`src/rtl/fp32_pkg.sv`:
```
// Shared FP32 definitions for the multiplier datapath and its arbiter.
// Provides the word width, the fp32_t word type and a few canonical
// encodings used by the datapath and by clients.
package fp32_pkg;

    localparam int FP32_W = 32;

    typedef logic [FP32_W-1:0] fp32_t;

    localparam fp32_t FP32_ONE  = 32'h3F800000;
    localparam fp32_t FP32_PINF = 32'h7F800000;
    localparam fp32_t FP32_QNAN = 32'h7FC00000;

endpackage

```
`src/rtl/fp32_mul.sv`:
```
// Combinational single-precision multiplier.
//   a, b : FP32 operands
//   y    : FP32 product
// Behaviour:
//   - round to nearest, ties to even
//   - subnormal inputs are treated as signed zero, results below the
//     smallest normal are flushed to signed zero
//   - any NaN input, or Inf times zero, yields the canonical quiet NaN
//   - results beyond the largest finite value become signed infinity
module fp32_mul
    import fp32_pkg::*;
(
    input  fp32_t a,
    input  fp32_t b,
    output fp32_t y
);

    logic               sign;
    logic [7:0]         ea;
    logic [7:0]         eb;
    logic               a_zero, b_zero, a_inf, b_inf, a_nan, b_nan;
    logic [47:0]        prod;
    logic [22:0]        frac_n;
    logic               guard, sticky, round_up;
    logic [23:0]        frac_r;
    logic signed [10:0] exp_n;
    logic signed [10:0] exp_r;

    always_comb begin
        sign   = a[31] ^ b[31];
        ea     = a[30:23];
        eb     = b[30:23];
        a_zero = (ea == 8'd0);
        b_zero = (eb == 8'd0);
        a_nan  = (ea == 8'hFF) && (a[22:0] != 23'd0);
        b_nan  = (eb == 8'hFF) && (b[22:0] != 23'd0);
        a_inf  = (ea == 8'hFF) && (a[22:0] == 23'd0);
        b_inf  = (eb == 8'hFF) && (b[22:0] == 23'd0);

        // Product of two 1.23 significands lies in [1, 4): bit 47 tells
        // whether one extra normalisation shift is needed.
        prod  = {1'b1, a[22:0]} * {1'b1, b[22:0]};
        exp_n = 11'(ea) + 11'(eb) - 11'sd127;
        if (prod[47]) begin
            frac_n = prod[46:24];
            guard  = prod[23];
            sticky = |prod[22:0];
            exp_n  = exp_n + 11'sd1;
        end else begin
            frac_n = prod[45:23];
            guard  = prod[22];
            sticky = |prod[21:0];
        end

        round_up = guard && (sticky || frac_n[0]);
        // A carry out of the fraction means the significand rounded up to
        // 2.0; the fraction bits are then all zero, so only the exponent moves.
        frac_r   = {1'b0, frac_n} + {23'd0, round_up};
        exp_r    = exp_n + 11'(frac_r[23]);

        y = {sign, 31'd0};
        if (a_nan || b_nan || (a_inf && b_zero) || (a_zero && b_inf)) begin
            y = FP32_QNAN;
        end else if (a_inf || b_inf) begin
            y = {sign, FP32_PINF[30:0]};
        end else if (a_zero || b_zero) begin
            y = {sign, 31'd0};
        end else if (exp_r >= 11'sd255) begin
            y = {sign, FP32_PINF[30:0]};
        end else if (exp_r <= 11'sd0) begin
            y = {sign, 31'd0};
        end else begin
            y = {sign, exp_r[7:0], frac_r[22:0]};
        end
    end

endmodule

```
`src/rtl/rr_arbiter.sv`:
```
// Round-robin arbiter with its own last-grant pointer.
//   clk, rst_n : clock and synchronous active-low reset
//   req        : request vector, one bit per requester
//   advance    : the current grant was taken; move the pointer onto it
//   gnt        : one-hot grant (all zero when nothing requests)
//   gnt_idx    : encoded index of the granted requester
//   gnt_any    : some requester is granted
// The search starts one past the last taken grant and wraps, so the most
// recently served requester has the lowest priority.
module rr_arbiter #(
    parameter int NUM_REQ = 4,
    parameter int ID_W    = $clog2(NUM_REQ)
) (
    input  logic               clk,
    input  logic               rst_n,
    input  logic [NUM_REQ-1:0] req,
    input  logic               advance,
    output logic [NUM_REQ-1:0] gnt,
    output logic [ID_W-1:0]    gnt_idx,
    output logic               gnt_any
);

    logic [ID_W-1:0] last_gnt;
    logic [ID_W-1:0] cand [NUM_REQ];

    // cand[k] is the requester examined at search position k+1 after the pointer.
    for (genvar gi = 0; gi < NUM_REQ; gi++) begin : g_cand
        assign cand[gi] = ID_W'((int'(last_gnt) + gi + 1) % NUM_REQ);
    end

    // Walk from the lowest to the highest priority position; the last hit
    // written is the nearest one after the pointer.
    always_comb begin
        gnt     = '0;
        gnt_idx = '0;
        gnt_any = 1'b0;
        for (int k = NUM_REQ - 1; k >= 0; k--) begin
            if (req[cand[k]]) begin
                gnt          = '0;
                gnt[cand[k]] = 1'b1;
                gnt_idx      = cand[k];
                gnt_any      = 1'b1;
            end
        end
    end

    always_ff @(posedge clk) begin
        if (!rst_n) begin
            last_gnt <= ID_W'(NUM_REQ - 1);
        end else if (advance) begin
            last_gnt <= gnt_idx;
        end
    end

endmodule

```
`src/rtl/fp32_mul_arbiter.sv`:
```
// Shares one combinational fp32_mul among NUM_REQ requesters.
//   clk, rst_n  : clock and synchronous active-low reset
//   req_valid   : per-requester operand pair presented
//   req_ready   : per-requester operand pair accepted (at most one bit high)
//   req_a/req_b : per-requester FP32 operands
//   rsp_valid   : response register holds a result
//   rsp_ready   : consumer accepts the response
//   rsp_id      : index of the requester that issued the operands
//   rsp_result  : FP32 product
//   idle        : both pipeline stages empty
// Two register stages (operands, response) give a fixed two-cycle latency
// and one multiply per cycle; a stalled response freezes both stages.
module fp32_mul_arbiter
    import fp32_pkg::*;
#(
    parameter int NUM_REQ = 4,
    parameter int ID_W    = $clog2(NUM_REQ)
) (
    input  logic                    clk,
    input  logic                    rst_n,
    input  logic [NUM_REQ-1:0]      req_valid,
    output logic [NUM_REQ-1:0]      req_ready,
    input  logic [NUM_REQ-1:0][31:0] req_a,
    input  logic [NUM_REQ-1:0][31:0] req_b,
    output logic                    rsp_valid,
    input  logic                    rsp_ready,
    output logic [ID_W-1:0]         rsp_id,
    output logic [31:0]             rsp_result,
    output logic                    idle
);

    logic [NUM_REQ-1:0] gnt;
    logic [ID_W-1:0]    gnt_idx;
    logic               gnt_any;

    logic               s1_valid;
    fp32_t              s1_a;
    fp32_t              s1_b;
    logic [ID_W-1:0]    s1_id;

    logic               s2_load;
    logic               s1_advance;
    logic               s1_load;
    logic               transfer;
    fp32_t              mul_y;

    assign s2_load    = !rsp_valid || rsp_ready;
    assign s1_advance = s1_valid && s2_load;
    // Gated by rst_n so nothing is offered to requesters during reset.
    assign s1_load    = rst_n && (!s1_valid || s1_advance);
    assign req_ready  = s1_load ? gnt : '0;
    assign transfer   = s1_load && gnt_any;
    assign idle       = !s1_valid && !rsp_valid;

    rr_arbiter #(
        .NUM_REQ (NUM_REQ),
        .ID_W    (ID_W)
    ) u_arb (
        .clk     (clk),
        .rst_n   (rst_n),
        .req     (req_valid),
        .advance (transfer),
        .gnt     (gnt),
        .gnt_idx (gnt_idx),
        .gnt_any (gnt_any)
    );

    fp32_mul u_mul (
        .a (s1_a),
        .b (s1_b),
        .y (mul_y)
    );

    // Stage 1: operand register.
    always_ff @(posedge clk) begin
        if (!rst_n) begin
            s1_valid <= 1'b0;
            s1_a     <= '0;
            s1_b     <= '0;
            s1_id    <= '0;
        end else if (s1_load) begin
            s1_valid <= transfer;
            if (transfer) begin
                s1_a  <= req_a[gnt_idx];
                s1_b  <= req_b[gnt_idx];
                s1_id <= gnt_idx;
            end
        end
    end

    // Stage 2: response register.
    always_ff @(posedge clk) begin
        if (!rst_n) begin
            rsp_valid  <= 1'b0;
            rsp_result <= '0;
            rsp_id     <= '0;
        end else if (s2_load) begin
            rsp_valid <= s1_valid;
            if (s1_valid) begin
                rsp_result <= mul_y;
                rsp_id     <= s1_id;
            end
        end
    end

endmodule

```
`config.mk`:
```
export PLATFORM = sky130hd
export DESIGN_NAME = fp32_mul_arbiter
export DESIGN_NICKNAME = d
export VERILOG_FILES = /design/src/rtl/fp32_pkg.sv /design/src/rtl/fp32_mul.sv /design/src/rtl/rr_arbiter.sv /design/src/rtl/fp32_mul_arbiter.sv
export SDC_FILE = /design/constraint.sdc
export NUM_CORES = 2
export LEC_CHECK = 0
export CAP_MARGIN = 10
export CORE_ASPECT_RATIO = 0.7
export CORE_MARGIN = 4
export CORE_UTILIZATION = 50
export DETAILED_ROUTE_END_ITERATION = 6
export PLACE_DENSITY = 0.74
export REMOVE_ABC_BUFFERS = 1
export SLEW_MARGIN = 25
export SYNTH_ARGS = -nofsm -noshare
export SYNTH_HDL_FRONTEND = slang
export SYNTH_HIERARCHICAL = 1
export SYNTH_SLANG_ARGS = --single-unit
```
`constraint.sdc`:
```
create_clock -name clk -period 29.9 [get_ports clk]
set_clock_uncertainty 0.15 [all_clocks]
set_input_delay 5.98 -clock clk [delete_from_list [all_inputs] [get_ports clk]]
set_output_delay 5.98 -clock clk [all_outputs]
set_load 0.02 [all_outputs]
```
==> run_results.csv <==
group,metric,value,unit
global_routing,first_global_vias,23700,
setup_path,cp-start-kind,"primary input",
cts,cts-buffers-inserted,9,
hold_path,holdPathEnd,"s1_id[1]",
detailed_routing,drt.antenna.violating_nets,0,
die,die_w,289,um
final_layout,antenna_cells,0,
die,ios,303,
die,fp.dieH,204,um
setup_path,r2r-end,"rsp_result[7]",
cts,cts_hold_buffers,0,
timing,drv_slew,0,
setup_path,slowest_delay,600,ps
cts,cts_tree,"built",
yosys,synth_edf_count,0,
cts,cts.sinks,104,
detailed_routing,wirelength,82000,um
cts,post_cts_buffers,0,
final_layout,drive_gt1_frac,0.0568,
setup_path,path_cells,"clkdlybuf4s50_1 > mux4_2 > nor2b_4 > nand3_1 > a41oi_2 > and3_1 > clkdlybuf4s50_1",
detailed_routing,drt-pass1-iter-count,6,
outcome,outcome,"finished clean",
timing,tightest_slew,967,ps
global_routing,grt_max_degree,70,
setup_path,critPathKind,"in2out",
cts,root_buffer,"clkbuf_16",
final_layout,final_common_cell,"inv_1",
timing,setup_violations,0,
place,post-dp-hpwl,64700,um
detailed_routing,drc,0,
die,initial_core_util,0.509,
cts,clk_pin_slew_worst_paths,100,ps
final_layout,layout_common_cells,"617 x inv_1, 483 x fa_1, 341 x nand2_1",
timing,max_slew_margin,0.354,
setup_path,cp.arrival,8410,ps
job,cap_viol_max_count,0,
setup_path,worstReg2RegStart,"s1_b[8]",
cts,clk_latency,400,ps
setup_path,ff2ff_path_depth,39,
timing,grt_setup_unrepaired,"false",
place,dp.cells,4007,
hold_path,hp-start,"s1_id[1]",
setup_path,critPathBufInv,2,
die,dieArea,59000,um2
die,coreArea,54100,um2
final_layout,area_growth_syn_to_layout,14.0,%
timing,fin_tns_setup,0,ps
final_layout,nNetsFinal,4234,
final_layout,fin_util,0.580,
global_routing,grt_pass1_wl,131000,um
setup_path,crit_family,"buffers and inverters",
yosys,ys.flop_type,"dfxtp_1",
cts,clock_path_buffers,2,
hold_path,whs_path_depth,2,
timing,fmax,68.8,MHz
detailed_routing,wl_per_cell,20.4,um
timing,finalHoldViolCount,0,
setup_path,rrSetupSlack,17770,ps
detailed_routing,vias,22800,
yosys,yosys_warnings,6,
timing,period_share,0.486,
setup_path,cp_max_fo,10,
yosys,syn_inst,3098,
setup_path,required,23770,ps
die,core.rowCount,71,
setup_path,end_kind,"output pin",
detailed_routing,dr.first_iter.drc_count,2059,
final_layout,finalNonFillerCells,4023,
setup_path,crit_slowest_cell,"mux4_2",
global_routing,grt-ovfl-total,0,
yosys,netlist_area,27500,um2
yosys,yosysSeqAreaShare,0.0756,
place,place_congestion,0.954,
cts,cts-resized-gates,0,
global_routing,grt_usage,0.285,
global_routing,antenna_found_initial,2,
yosys,postSynthAreaPerCell,8.89,um2
timing,fin_crit,14540,ps
cts,cts-htree-levels,3,
setup_path,crit_top_cell,"clkdlybuf4s50_1",
hold_path,hold_path_class,"reg2reg",
yosys,async_flop_share,0,
place,portBuffers,302,
yosys,synth_seq_cells,104,
detailed_routing,viasPerCell,5.68,
yosys,synth_cell_types,96,
[worst min-delay path: stages, from the launching register on]
cell and delay (ps):
dfxtp_1 320, nand2_1 50, o21ai_0 60
[area by class of cell]
type | count | area (um2)
Clock buffer | 9 | 225
Timing Repair Buffer | 354 | 3430
Fill cell | 4715 | 22700
Inverter | 621 | 2330
Clock inverter | 7 | 76.3
Tap cell | 730 | 913
Multi-Input combinational cell | 2198 | 22300
Sequential cell | 104 | 2080
[cells by family (layout without fill, tap and decap cells)]
family / Yosys count / count (layout) / synth area share
AND/OR/NAND/NOR: 942 / 942 / 0.174
buffers and inverters: 796 / 991 / 0.115
adder cells (fa/ha/maj): 683 / 683 / 0.442
AO/OA/AOI/OAI: 408 / 408 / 0.106
flip-flops: 104 / 104 / 0.0756
multiplexers: 90 / 90 / 0.0640
XOR/XNOR: 75 / 75 / 0.0238
[cells in the mapped netlist, types with 7 or more instances]
master | n | share of area
a211oi_1 | 14 | 0.0038
a211oi_2 | 9 | 0.0041
a21boi_0 | 40 | 0.011
a21o_1 | 10 | 0.0027
a21oi_1 | 66 | 0.012
a22o_1 | 66 | 0.021
a31oi_1 | 9 | 0.0020
and2_1 | 248 | 0.056
and3_1 | 12 | 0.0027
buf_2 | 20 | 0.0036
buf_6 | 16 | 0.0065
clkbuf_1 | 127 | 0.017
dfxtp_1 | 104 | 0.076
fa_1 | 483 | 0.35
ha_1 | 200 | 0.091
inv_1 | 617 | 0.084
mux2i_1 | 17 | 0.0062
mux4_2 | 67 | 0.055
nand2_1 | 341 | 0.046
nand2b_1 | 8 | 0.0018
nand3_1 | 68 | 0.012
nand3b_1 | 8 | 0.0022
nand4_1 | 31 | 0.0070
nor2_1 | 108 | 0.015
nor2b_1 | 9 | 0.0020
nor3_1 | 36 | 0.0065
nor4_1 | 21 | 0.0048
o211ai_1 | 14 | 0.0038
o21a_1 | 14 | 0.0038
o21ai_0 | 86 | 0.016
o21bai_1 | 7 | 0.0019
o31a_1 | 7 | 0.0022
or3_1 | 10 | 0.0023
xnor2_1 | 50 | 0.016
xor2_1 | 25 | 0.0079
[state kept, by name (all words and copies together), names as in the netlist]
| name | count |
|---|---|
| rsp_id | 2 |
| rsp_result | 32 |
| rsp_valid | 1 |
| s1_a | 32 |
| s1_b | 32 |
| s1_id | 2 |
| s1_valid | 1 |
| u_arb/last_gnt | 2 |
[worst max path at each step]
stage / cells after the start / start / slack [ps] / endpoint
final: 7 / req_valid[3] / 15360 / req_ready[0]
after global routing: 7 / req_valid[2] / 15260 / req_ready[2]
after global placement: 7 / req_valid[2] / 15380 / req_ready[0]
after CTS: 7 / req_valid[2] / 15380 / req_ready[0]
after detailed placement: 7 / req_valid[2] / 15370 / req_ready[0]
after floorplan: 6 / req_valid[3] / 14010 / s1_a[17]
[metal layers]
metal | GRT usage | share of wire | vias up
li1 | - | - | 10300
met1 | 0.400 | 0.43 | 11300
met2 | 0.439 | 0.43 | 1162
met3 | 0.0767 | 0.11 | 123
met4 | 0.0725 | 0.027 | 0
met5 | 0 | 0 | -
[metrics by stage]
step | setup WS, ps | area [um2] | hold WS (ps)
2_1_floorplan | 14010 | 26700 | 286
3_3_place_gp | 15380 | 31100 | 296
3_5_place_dp | 15370 | 31100 | 300
4_1_cts | 15380 | 31400 | 316
5_1_grt | 15260 | 31400 | 346
6_report | 15360 | 31400 | 315
Power is not shown: default switching activity piles up to over one toggle a cycle in this logic, so the estimate is an artifact.
